==> config.mk <==
export PLATFORM = sky130hd
export DESIGN_NAME = tt_wb_master_bridge
export DESIGN_NICKNAME = d
export VERILOG_FILES = /design/src/rtl/tt_wb_bridge_pkg.sv /design/src/rtl/tt_wb_byte_seq.sv /design/src/rtl/tt_wb_master_bridge.sv
export SDC_FILE = /design/constraint.sdc
export NUM_CORES = 1
export LEC_CHECK = 0
export CORE_MARGIN = 3
export CORE_UTILIZATION = 50
export CTS_CLUSTER_SIZE = 14
export DETAILED_ROUTE_END_ITERATION = 12
export PLACE_DENSITY = 0.81
export SLEW_MARGIN = 20
export SYNTH_ARGS = -nofsm -noshare
export SYNTH_HDL_FRONTEND = slang
export SYNTH_SLANG_ARGS = --single-unit
export TNS_END_PERCENT = 5
==> constraint.sdc <==
create_clock -name clk -period 5.44 [get_ports clk]
set_input_delay 1.088 -clock clk [delete_from_list [all_inputs] [get_ports clk]]
set_output_delay 1.088 -clock clk [all_outputs]
set_load 0.05 [all_outputs]
==> src/rtl/tt_wb_bridge_pkg.sv <==
`default_nettype none
// ============================================================================
// Module      : tt_wb_bridge_pkg
// Description : Shared command/subop encodings, status layout and pad constant
//               for the pin-multiplexed Wishbone master bridge.
// Revision    : 2.0
// ============================================================================
package tt_wb_bridge_pkg;

    typedef enum logic [2:0] {
        CMD_IDLE   = 3'd0,
        CMD_EXEC   = 3'd1,
        CMD_ADR_LD = 3'd2,
        CMD_DO_LD  = 3'd3,
        CMD_DI_RD  = 3'd4,
        CMD_STATUS = 3'd5,
        CMD_RSV6   = 3'd6,
        CMD_RSV7   = 3'd7
    } cmd_e;

    typedef enum logic [2:0] {
        SUB_NOP     = 3'd0,
        SUB_RESET   = 3'd1,
        SUB_WBSEL   = 3'd2,
        SUB_MODE    = 3'd3,
        SUB_DISABLE = 3'd4,
        SUB_ENABLE  = 3'd5,
        SUB_READ    = 3'd6,
        SUB_WRITE   = 3'd7
    } subop_e;

    localparam int c_st_busy    = 7;
    localparam int c_st_done    = 6;
    localparam int c_st_err     = 5;
    localparam int c_st_tout    = 4;
    localparam int c_st_autoinc = 3;
    localparam int c_st_cyc     = 2;

    localparam logic [7:0] c_uio_oe = 8'b0001_0000;

    function automatic logic [7:0] status_byte(
        input logic busy,
        input logic done,
        input logic err,
        input logic tout,
        input logic autoinc,
        input logic cyc
    );
        logic [7:0] sb;
        sb               = '0;
        sb[c_st_busy]    = busy;
        sb[c_st_done]    = done;
        sb[c_st_err]     = err;
        sb[c_st_tout]    = tout;
        sb[c_st_autoinc] = autoinc;
        sb[c_st_cyc]     = cyc;
        return sb;
    endfunction

endpackage
`default_nettype wire

==> src/rtl/tt_wb_byte_seq.sv <==
`default_nettype none
// ============================================================================
// Module      : tt_wb_byte_seq
// Description : Byte index sequencer with command-run detection and per-command
//               wrap length; shared by the address, data-out and data-in paths.
// Revision    : 2.0
// ============================================================================
module tt_wb_byte_seq
    import tt_wb_bridge_pkg::*;
#(
    parameter int NB_ADR = 2,
    parameter int NB_DAT = 4
) (
    input  logic       clk,
    input  logic       rst,
    input  logic       soft_clr,
    input  cmd_e       cmd,
    output logic [1:0] idx,
    output logic       first
);

    localparam logic [1:0] c_last_adr = 2'(NB_ADR - 1);
    localparam logic [1:0] c_last_dat = 2'(NB_DAT - 1);

    cmd_e       cmd_last_q, cmd_last_d;
    logic [1:0] idx_q, idx_d;
    logic [1:0] w_last;

    // idx is the byte used in the current cycle; idx_q remembers the previous one
    always_comb begin
        first  = (cmd != cmd_last_q);
        w_last = (cmd == CMD_ADR_LD) ? c_last_adr : c_last_dat;
        if (first || (idx_q == w_last)) begin
            idx = 2'd0;
        end else begin
            idx = idx_q + 2'd1;
        end
        cmd_last_d = soft_clr ? CMD_IDLE : cmd;
        idx_d      = soft_clr ? 2'd0 : idx;
    end

    always_ff @(posedge clk or posedge rst) begin
        if (rst) begin
            cmd_last_q <= CMD_IDLE;
            idx_q      <= 2'd0;
        end else begin
            cmd_last_q <= cmd_last_d;
            idx_q      <= idx_d;
        end
    end

endmodule
`default_nettype wire

==> src/rtl/tt_wb_master_bridge.sv <==
`default_nettype none
// ============================================================================
// Module      : tt_wb_master_bridge
// Description : Pin-multiplexed Wishbone classic master for TinyTapeout with
//               ERR handling, bus timeout, address auto-increment and status.
// Revision    : 2.0
// ============================================================================
module tt_wb_master_bridge
    import tt_wb_bridge_pkg::*;
#(
    parameter int ADR_W   = 14,
    parameter int DAT_W   = 32,
    parameter int TIMEOUT = 255
) (
    input  logic                 clk,
    input  logic                 rst,
    input  logic                 ena,
    input  logic [7:0]           ui_in,
    output logic [7:0]           uo_out,
    input  logic [7:0]           uio_in,
    output logic [7:0]           uio_out,
    output logic [7:0]           uio_oe,
    output logic                 wb_CYC,
    output logic                 wb_STB,
    output logic                 wb_WE,
    input  logic                 wb_ACK,
    input  logic                 wb_ERR,
    output logic [ADR_W-1:0]     wb_ADR,
    output logic [DAT_W-1:0]     wb_DAT_MOSI,
    input  logic [DAT_W-1:0]     wb_DAT_MISO,
    output logic [DAT_W/8-1:0]   wb_SEL
);

    localparam int c_nbd = DAT_W / 8;
    localparam int c_nba = (ADR_W + 7) / 8;
    localparam int c_tw  = (TIMEOUT < 2) ? 1 : $clog2(TIMEOUT + 1);
    localparam logic [c_tw-1:0] c_tlast = c_tw'((TIMEOUT > 0) ? (TIMEOUT - 1) : 0);

    logic [ADR_W-1:0] adr_q, adr_d;
    logic [DAT_W-1:0] do_q, do_d;
    logic [DAT_W-1:0] di_q, di_d;
    logic [c_nbd-1:0] sel_q, sel_d;
    logic             cyc_q, cyc_d;
    logic             stb_q, stb_d;
    logic             we_q, we_d;
    logic             done_q, done_d;
    logic             err_q, err_d;
    logic             tout_q, tout_d;
    logic             autoinc_q, autoinc_d;
    logic [c_tw-1:0]  tcnt_q, tcnt_d;
    logic [7:0]       uo_q, uo_d;

    cmd_e        w_cmd;
    subop_e      w_sub;
    logic [1:0]  w_idx;
    logic        w_first;
    logic        w_exec1;
    logic        w_soft_clr;
    logic [4:0]  w_bit;
    logic [31:0] w_adr_pad;
    logic [31:0] w_do_pad;
    logic [31:0] w_di_pad;

    assign w_cmd      = cmd_e'(uio_in[7:5]);
    assign w_sub      = subop_e'(ui_in[2:0]);
    assign w_exec1    = (w_cmd == CMD_EXEC) && w_first;
    assign w_soft_clr = w_exec1 && (w_sub == SUB_RESET);
    assign w_bit      = {w_idx, 3'b000};

    wire w_unused = &{1'b0, ena, uio_in[4:0]};

    tt_wb_byte_seq #(
        .NB_ADR (c_nba),
        .NB_DAT (c_nbd)
    ) u_byte_seq (
        .clk      (clk),
        .rst      (rst),
        .soft_clr (w_soft_clr),
        .cmd      (w_cmd),
        .idx      (w_idx),
        .first    (w_first)
    );

    always_comb begin
        adr_d     = adr_q;
        do_d      = do_q;
        di_d      = di_q;
        sel_d     = sel_q;
        cyc_d     = cyc_q;
        stb_d     = stb_q;
        we_d      = we_q;
        done_d    = done_q;
        err_d     = err_q;
        tout_d    = tout_q;
        autoinc_d = autoinc_q;
        tcnt_d    = tcnt_q;
        uo_d      = di_q[7:0];

        // Byte-wide views padded to 32 bits so one index works for any width
        w_adr_pad             = 32'(adr_q);
        w_adr_pad[w_bit +: 8] = ui_in;
        w_do_pad              = 32'(do_q);
        w_do_pad[w_bit +: 8]  = ui_in;
        w_di_pad              = 32'(di_q);

        if (stb_q) begin
            if (wb_ERR) begin
                stb_d  = 1'b0;
                we_d   = 1'b0;
                err_d  = 1'b1;
                done_d = 1'b1;
            end else if (wb_ACK) begin
                stb_d  = 1'b0;
                we_d   = 1'b0;
                done_d = 1'b1;
                if (!we_q) begin
                    di_d = wb_DAT_MISO;
                end
                if (autoinc_q) begin
                    adr_d = adr_q + ADR_W'(1);
                end
            end else if ((TIMEOUT != 0) && (tcnt_q == c_tlast)) begin
                stb_d  = 1'b0;
                tout_d = 1'b1;
                done_d = 1'b1;
            end else begin
                tcnt_d = tcnt_q + c_tw'(1);
            end
        end

        case (w_cmd)
            CMD_ADR_LD: if (!stb_q) adr_d = w_adr_pad[ADR_W-1:0];
            CMD_DO_LD:  if (!stb_q) do_d  = w_do_pad[DAT_W-1:0];
            CMD_DI_RD:  uo_d = w_di_pad[w_bit +: 8];
            CMD_STATUS: uo_d = status_byte(stb_q, done_q, err_q, tout_q, autoinc_q, cyc_q);
            default:    uo_d = di_q[7:0];
        endcase

        if (w_exec1) begin
            case (w_sub)
                SUB_WBSEL: sel_d     = ui_in[4 +: c_nbd];
                SUB_MODE:  autoinc_d = ui_in[4];
                SUB_DISABLE: begin
                    cyc_d = 1'b0;
                    stb_d = 1'b0;
                    if (stb_q) begin
                        err_d  = 1'b1;
                        done_d = 1'b1;
                    end
                end
                SUB_ENABLE: cyc_d = 1'b1;
                SUB_READ, SUB_WRITE: begin
                    if (!stb_q) begin
                        if (cyc_q) begin
                            we_d   = ui_in[0];
                            stb_d  = 1'b1;
                            done_d = 1'b0;
                            err_d  = 1'b0;
                            tout_d = 1'b0;
                            tcnt_d = '0;
                        end else begin
                            err_d  = 1'b1;
                            done_d = 1'b1;
                        end
                    end
                end
                default: ;
            endcase
        end

        if (w_soft_clr) begin
            adr_d     = '0;
            do_d      = '0;
            di_d      = '0;
            sel_d     = '1;
            cyc_d     = 1'b0;
            stb_d     = 1'b0;
            we_d      = 1'b0;
            done_d    = 1'b0;
            err_d     = 1'b0;
            tout_d    = 1'b0;
            autoinc_d = 1'b0;
            tcnt_d    = '0;
            uo_d      = 8'h00;
        end
    end

    always_ff @(posedge clk or posedge rst) begin
        if (rst) begin
            adr_q     <= '0;
            do_q      <= '0;
            di_q      <= '0;
            sel_q     <= '1;
            cyc_q     <= 1'b0;
            stb_q     <= 1'b0;
            we_q      <= 1'b0;
            done_q    <= 1'b0;
            err_q     <= 1'b0;
            tout_q    <= 1'b0;
            autoinc_q <= 1'b0;
            tcnt_q    <= '0;
            uo_q      <= 8'h00;
        end else begin
            adr_q     <= adr_d;
            do_q      <= do_d;
            di_q      <= di_d;
            sel_q     <= sel_d;
            cyc_q     <= cyc_d;
            stb_q     <= stb_d;
            we_q      <= we_d;
            done_q    <= done_d;
            err_q     <= err_d;
            tout_q    <= tout_d;
            autoinc_q <= autoinc_d;
            tcnt_q    <= tcnt_d;
            uo_q      <= uo_d;
        end
    end

    assign wb_CYC      = cyc_q;
    assign wb_STB      = stb_q;
    assign wb_WE       = we_q;
    assign wb_ADR      = adr_q;
    assign wb_DAT_MOSI = do_q;
    assign wb_SEL      = stb_q ? (we_q ? sel_q : {c_nbd{1'b1}}) : {c_nbd{1'b0}};
    assign uo_out      = uo_q;
    assign uio_out     = {3'b000, done_q, 4'b0000};
    assign uio_oe      = c_uio_oe;

endmodule
`default_nettype wire

# == Yosys cells after proc, flatten, opt, wreduce, memory -nomap -nowiden ==
# Index checks and enable logic that the tools add are counted.
# word_totals
register_bits,110
in_bits,53
output_inout_bits,77
elab_cells,142
# classes
add_sub_neg,4
eq_ne,18
shifts,3
mux,86
n_reduce_logical,16
# op_table
cell,count
32-bit 2-to-1 mux,8
14-bit 2-to-1 mux,7
8-bit 2-to-1 mux,10
32-bit bitwise mux,2
1-bit 2-to-1 mux,45
8-bit by 7-bit variable shift with 32-bit output (first input constant),1
32-bit by 6-bit indexed part select with 8-bit output,1
8-bit by 7-bit indexed part select with 32-bit output,1
4-bit 2-to-1 mux,5
3-bit == test (second input constant),6
8-bit case mux with 2 select lines,1
14-bit by 1-bit adder with 14-bit output (second input constant),1
3-bit by 2-bit == test with 1-bit output (second input constant),4
2-bit nonzero test,6
8-bit by 1-bit adder with 8-bit output (second input constant),1
8-bit == test (second input constant),1
1-bit case mux with 2 select lines,4
2-bit AND reduction,4
5-bit negation with 7-bit output,1
3-bit by 1-bit == test with 1-bit output (second input constant),2
2-bit 2-to-1 mux,3
2-bit by 1-bit != test with 1-bit output (second input constant),3
4-bit AND reduction,1
3-bit 2-to-1 mux,1
7 further kinds,8

# == Logic depth before layout (Yosys ltp) ==
# Gate-level depths: netlist (run 1).
# logic_depth
word_depth,11
ltp_mapped,12
mapped_depth_nobuf,9

# == Modules after synthesis ==
# Synthesis (run 1) repeated with hierarchy kept, for this count alone.
# unflattened
hier_cells,593
hier_area_um2,5597.9
# modules_own_cells
mod,n_inst,cells_per_inst,area_per_inst_um2,seq_area_each_um2
tt_wb_master_bridge,1,573,5363.9,2632.5
tt_wb_byte_seq,1,20,234.0,125.1

# == Worst setup path after synthesis (run 1) ==
# Ideal clock, no wire load.
# synth_path
kind,input to register
start,input port uio_in[6]
end,register do_q[10] (netlist: wb_DAT_MOSI[10])
setup_ns,0.121
arrival_time_ns,3.459
t_required_ns,5.319
path_slack_ns,1.860
stages,11
path_cell_list,buf_6 -> nor3b_1 -> or3b_2 -> buf_2 -> a211oi_1 -> ha_1 -> nor2b_1 -> and2_1 -> and3_1 -> buf_4 -> a22o_1
# synth_between
elab_chain_len,11
word_cells_on_any_way,20
classes_between,add/sub (1); eq/ne (6); shift (2); mux (6); reduce/logical (5)
# synth_rtl
element,line_no,rtl
from (decl),tt_wb_master_bridge.sv:20,"input logic [7:0] uio_in,"
3-bit by 2-bit == test with 1-bit output,tt_wb_byte_seq.sv:32,w_last = (cmd == CMD_ADR_LD) ? c_last_adr : c_last_dat;
2-bit 2-to-1 mux,tt_wb_byte_seq.sv:32,
2-bit == test,tt_wb_byte_seq.sv:33,if (first || (idx_q == w_last)) begin
1-bit logical OR,tt_wb_byte_seq.sv:33,
2-bit 2-to-1 mux,tt_wb_byte_seq.sv:33,
5-bit negation with 7-bit output,tt_wb_master_bridge.sv:103,w_do_pad[w_bit +: 8] = ui_in;
8-bit by 7-bit indexed part select with 32-bit output / 8-bit by 7-bit variable shift with 32-bit output (equally long branches),tt_wb_master_bridge.sv:103,
32-bit bitwise mux,tt_wb_master_bridge.sv:103,
32-bit 2-to-1 mux,tt_wb_master_bridge.sv:133,CMD_DO_LD: if (!stb_q) do_d = w_do_pad[DAT_W-1:0];
32-bit 2-to-1 mux,tt_wb_master_bridge.sv:131,case (w_cmd)
32-bit 2-to-1 mux,tt_wb_master_bridge.sv:171,if (w_soft_clr) begin
to (signal assigned),tt_wb_master_bridge.sv:205,do_q <= do_d;
to (decl),tt_wb_master_bridge.sv:40,"logic [DAT_W-1:0] do_q, do_d;"
# Parallel ways exist; a longest one is shown, timed or not. The select of a mux whose other input is x is not followed.
# A chain may end at the register's enable or synchronous reset.

# == Worst setup path after layout (run 1) ==
# layout_path
start,input port uio_in[5]
end,register do_q[11] (netlist: wb_DAT_MOSI[11])
# Same word-level chain as after synthesis.

==> impl_metrics.toml, run 1 <==
[grt]
gr-usage-all-layers_pct = 23.7
grt_pass1_wl_um = 24400
antenna_found_initial = 0
first_global_vias = 4859
grt_max_degree = 87
grt_overflow = 0

[logic_synthesis]
yosys-top-cells-area = "dfrtp_1 47%, nand2_1 7.4%, a21oi_1 5.6%"
async_flop_share_pct = 100
synth_cells = 602
synth.top_cell.area_share_pct = 46.6
synth_seq_cells = 110
post_synth_num_cell_types = 69
avgSynthCellArea_um2 = 9.46
synth_edf_count = 0
syn_area_um2 = 5690
yosysTopAreaCell = "dfrtp_1"
yosysWarnings = 0
seq_area_frac_synth_pct = 48.4
synthFlopType = "dfrtp_1"

[pwr]
ir_drop_uv = 230
powerDensity_nw_per_um2 = 318
leakage_nw = 2.94

[finish]
final_common_cell = "nand2_1"
final_cells = 832
fin_area_um2 = 7060
final_core_util_pct = 64.3
final_layout_size_suffix_gt1_share_pct = 7.51
antenna_cells = 0
fin_nets = 748
most-common-layout-cells = "112 x nand2_1, 108 x clkdlybuf4s50_1, 106 x dfrtp_1"
area_delta_synth_final_pct = 24.0

[clocking]
cts_resized = 0
clock_sinks = 110
clk_pin_slew_worst_paths_ns = 0.08
cts_root_buf = "clkbuf_16"
cts.path.max_buffers = 2
cts_setup_buffers = 0
cts_hold_buffers = 0
cts_buffers = 9
clkLatencyLatePin_ns = 0.35
h-tree-depth = 3
cts_tree = "built"

[sta]
worst_slack_ns = 1.11
setup-tns-final_ns = 0
finalCritPeriodShare_pct = 79.6
max_freq_mhz = 231
finalHoldViolCount = 0
worst_pin_slew_ns = 1.07
rsz0062_at_grt = "false"
slew_headroom_pct = 28.5
fin_skew_ns = 0.00750
fin_crit_ns = 4.33
maxSlewViolCount = 0
finalSetupViolations = 0

[floorplanning]
io_pins = 130
start_util_pct = 51.8
chipHeight_um = 113
die_w_um = 113
dieArea_um2 = 12700
rows = 38
core_area_um2 = 11000

[placement]
gp_congestion = 0.875
portBuffers = 108
dp_slack_ns = 0.804
hpwl_um = 10300
placed_area_um2 = 6770
dp_cells = 816

[flow_run]
drv_cap = 0

[setup_path]
end_kind = "flip-flop"
max_stage_delay_ns = 0.72
start_kind = "primary input"
critPathArrivalTime_ns = 4.62
crit_fanout = 11
crit_chain = "clkdlybuf4s50_1 > nor3b_1 > or3b_2 > a211oi_1 > inv_1 > ha_1 > nor2b_1 > and2_1 > and3_1 > a22o_1"
critical_path.slowest_cell = "clkdlybuf4s50_1"
critPathKind = "in2reg"
cp.required_ns = 5.73

[worst_hold_path]
worstHoldPathType = "reg2reg"

[route]
ant_nets = 0
routed-via-count = 4943
drcViolationCount = 0
wl_per_cell_um = 18.1
vias_per_cell = 5.94
dr.first_iter.drc_count = 413
routed_wl_um = 15100
firstDrtPassIters = 5

[outcome]
status = "finished clean"
==> cells in the mapped netlist (all sizes together) (7+ instances only) <==
master	count
ha	8
inv	18
dfrtp	106
nor2	27
nand3	13
xor2	8
a22o	26
nor3	7
buf	33
nand4	9
nand2	112
o22ai	12
a21oi	65
and3	8
a211oi	15
o21ai	16
clkbuf	20
==> final cells by class <==
| cell class | count | area [um^2] |
|---|---|---|
| fillers | 891 | 3920 |
| flip-flops and latches | 110 | 2760 |
| multi-input cells | 434 | 2640 |
| repair buffers | 114 | 1130 |
| clock buffers | 9 | 225 |
| well taps | 140 | 175 |
| inverters | 18 | 72.6 |
| clock inverters | 7 | 65.1 |
==> final timing paths <==
check / start / to / slack, ns / depth (start not counted)
setup / recovery: uio_in[5] / wb_DAT_MOSI[11] / 1.11 / 10
hold / removal: wb_DAT_MOSI[2] / wb_DAT_MOSI[2] / 0.48 / 2
setup reg to reg: u_byte_seq.idx_q[0] / wb_DAT_MOSI[11] / 1.96 / 8
hold reg to reg: wb_DAT_MOSI[2] / wb_DAT_MOSI[2] / 0.48 / 2
max in group asynchronous: rst / di_q[5] / 3.33 / 3
min in group asynchronous: rst / wb_ADR[11] / 1.26 / 2
==> registers in the layout, indices dropped and copies added (netlist names) <==
signal	flops
di_q	32
wb_DAT_MOSI	32
wb_ADR	14
tcnt_q	8
uo_out	8
sel_q	4
u_byte_seq.cmd_last_q	3
u_byte_seq.idx_q	2
autoinc_q	1
done_q	1
err_q	1
tout_q	1
wb_CYC	1
wb_STB	1
wb_WE	1
==> power breakdown <==
group	internal, mW	switching [mW]	total, mW	leakage, nW
registers	0.912	0.0877	1.00	1.46
clock network	0.323	0.328	0.650	0.140
logic	0.212	0.380	0.592	1.33
total	1.45	0.796	2.24	2.94
==> worst max-delay path: cells and delay by family <==
family	cells	cell delay (ns)
AOI/OAI and AO/OA	2	0.72
adders and majority gates	1	0.30
buffers and inverters	2	0.91
and+or+nand+nor	5	1.59
==> cells by family (layout without fill, tap and decap cells) <==
| kind of cell | after synthesis | count (layout) | share of synthesized area (%) |
|---|---|---|---|
| simple gates | 216 | 216 | 19.3 |
| compound gates | 172 | 172 | 19.9 |
| flops | 110 | 110 | 48.4 |
| buf+inv | 71 | 148 | 6.31 |
| xor+xnor | 14 | 14 | 2.48 |
| mux | 9 | 9 | 1.71 |
| fa+ha+maj | 8 | 8 | 1.76 |
| other cells | 2 | 15 | 0.132 |
==> metal layers <==
| layer | GRT usage (%) | part of all wire (%) | wire [um] |
|---|---|---|---|
| met5 | 0 | 0 | 0 |
| met3 | 3.48 | 6.6 | 1000 |
| met1 | 31.1 | 41 | 6180 |
| met2 | 39.7 | 50 | 7500 |
| met4 | 9.70 | 2.7 | 412 |
==> per-stage QoR <==
stage | hold WS (ns) | total power [mW]
3_3_place_gp | 0.460 | 1.58
6_report | 0.476 | 2.24
4_1_cts | 0.477 | 2.25
5_1_grt | 0.518 | 2.34
2_1_floorplan | 0.481 | 1.40
3_5_place_dp | 0.461 | 1.60
No activity file was read; power rests on OpenSTA's default activity.
==> run 2: changes to the inputs <==
- CORE_UTILIZATION: 50 -> 46
- PLACE_DENSITY: 0.81 -> 0.78
- clock period: 5.44 -> 3.8 ns (I/O delays scaled with it)
==> run 2 against run 1 <==
Clock-buffer cell count is the same; sequential cell count unchanged; power increased by 46%; setup slack got worse by 0.75 ns; cell count up 5.2%; critical path depth grew 3; hold slack improved by 0.0062 ns; combinational power is 45% higher; largest power group unchanged; via count decreased by 0.14%.
==> impl_metrics.toml, run 2 (same netlist as run 1, synthesis figures left out) <==
[grt]
grt_pass1_wl_um = 23700
antenna_found_initial = 0
grt_max_degree = 62
gr-usage-all-layers_pct = 22.0
grt_overflow = 0
first_global_vias = 4772

[sta]
finalHoldViolCount = 0
setup-tns-final_ns = 0
maxSlewViolCount = 0
finalCritPeriodShare_pct = 90.6
worst_pin_slew_ns = 1.09
fin_skew_ns = 0.00713
fin_crit_ns = 3.44
slew_headroom_pct = 27.3
max_freq_mhz = 290
finalSetupViolations = 0
rsz0062_at_grt = "false"

[finish]
antenna_cells = 0
n_fill_cell = 1016
most-common-layout-cells = "112 x nand2_1, 108 x clkdlybuf4s50_1, 106 x dfrtp_1"
fin_nets = 763
final_common_cell = "nand2_1"
final_layout_size_suffix_gt1_share_pct = 9.48
area_delta_synth_final_pct = 27.1
final_core_util_pct = 60.0

[placement]
portBuffers = 108
hpwl_um = 10900
gp_congestion = 0.890

[setup_path]
cp.required_ns = 4.04
start_kind = "primary input"
crit_chain = "clkdlybuf4s50_1 > buf_4 > xor2_4 > or2_2 > a211oi_1 > buf_4 > inv_1 > ha_1 > nor2b_1 > and2_1 > buf_4 > a21oi_1 > nor4_1"
r2r_cells = 10
end_kind = "flip-flop"
path_common_cell = "buf_4"
crit_fanout = 4
critPathKind = "in2reg"
critical_path.slowest_cell = "clkdlybuf4s50_1"
max_stage_delay_ns = 0.45
critPathArrivalTime_ns = 3.68

[clocking]
clkLatencyLatePin_ns = 0.35
cts_tree = "built"
cts.path.max_buffers = 2
cts_setup_buffers = 0
clock_sinks = 110
cts_root_buf = "clkbuf_16"
h-tree-depth = 3
cts_hold_buffers = 0
cts_buffers = 9
clk_pin_slew_worst_paths_ns = 0.07
cts_resized = 0

[floorplanning]
dieArea_um2 = 13700
io_pins = 130
die_w_um = 117
rows = 40
core_area_um2 = 12100
chipHeight_um = 117
start_util_pct = 47.2

[worst_hold_path]
worstHoldPathType = "reg2reg"
whs_path_depth = 2

[route]
drcViolationCount = 0
routed-via-count = 4936
ant_nets = 0
firstDrtPassIters = 4
dr.first_iter.drc_count = 340
vias_per_cell = 5.64
wl_per_cell_um = 17.2
routed_wl_um = 15000

[pwr]
powerDensity_nw_per_um2 = 452
ir_drop_uv = 304
leakage_nw = 3.03

[outcome]
status = "finished clean"

[flow_run]
drv_cap = 0
run 2: area by class of cell:
| type | count | area, um^2 | area share (%) |
|---|---|---|---|
| flip-flops and latches | 110 | 2760 | 38.1 |
| multi-input cells | 434 | 2640 | 36.5 |
| inverters | 18 | 70.1 | 0.969 |
| repair buffers | 129 | 1250 | 17.3 |
| well taps | 168 | 210 | 2.91 |
| clock buffers | 9 | 225 | 3.11 |
| clock inverters | 7 | 81.3 | 1.12 |
run 2: metal layers:
metal	GRT usage, %	vias to the layer above	wire [um]	part of all wire, %
li1	-	2307	-	-
met1	28.0	2423	6280	42
met2	37.3	168	7400	49
met3	3.75	38	945	6.3
met4	8.56	0	389	2.6
met5	0	-	0	0
run 2: worst paths after layout:
kind	start	to	slack, ns
max reg2reg	u_byte_seq.idx_q[0]	wb_ADR[10]	0.72
min reg2reg	wb_DAT_MOSI[2]	wb_DAT_MOSI[2]	0.48
min	wb_DAT_MOSI[2]	wb_DAT_MOSI[2]	0.48
min in group asynchronous	rst	wb_ADR[11]	0.85
max in group asynchronous	rst	sel_q[0]	2.17
max	uio_in[6]	wb_ADR[10]	0.36
run 2: where the power goes:
group / switching [mW] / internal, mW
clock: 0.452 / 0.522
sequential: 0.129 / 1.31
combinational: 0.541 / 0.317
run 2: metrics by stage:
step / area [um^2] / cells / hold slack (ns) / worst slack [ns] / total power, mW
final: 7230 / 875 / 0.483 / 0.356 / 3.27
after global routing: 7230 / 875 / 0.504 / 0.144 / 3.40
after CTS: 7230 / 875 / 0.483 / 0.412 / 3.29
after detailed placement: 6930 / 859 / 0.468 / 0.0470 / 2.31
after global placement: 6930 / 859 / 0.454 / 0.130 / 2.29
after floorplan: 5740 / 615 / 0.481 / 0.144 / 2.01
run 2: worst max-delay path: cells and delay by family:
kind                     cells  cell delay (ns)
adder cells (fa/ha/maj)      1             0.26
buffers and inverters        5             1.00
AND/OR/NAND/NOR              4             1.08
XOR/XNOR                     1             0.19
AO/OA/AOI/OAI                2             0.38
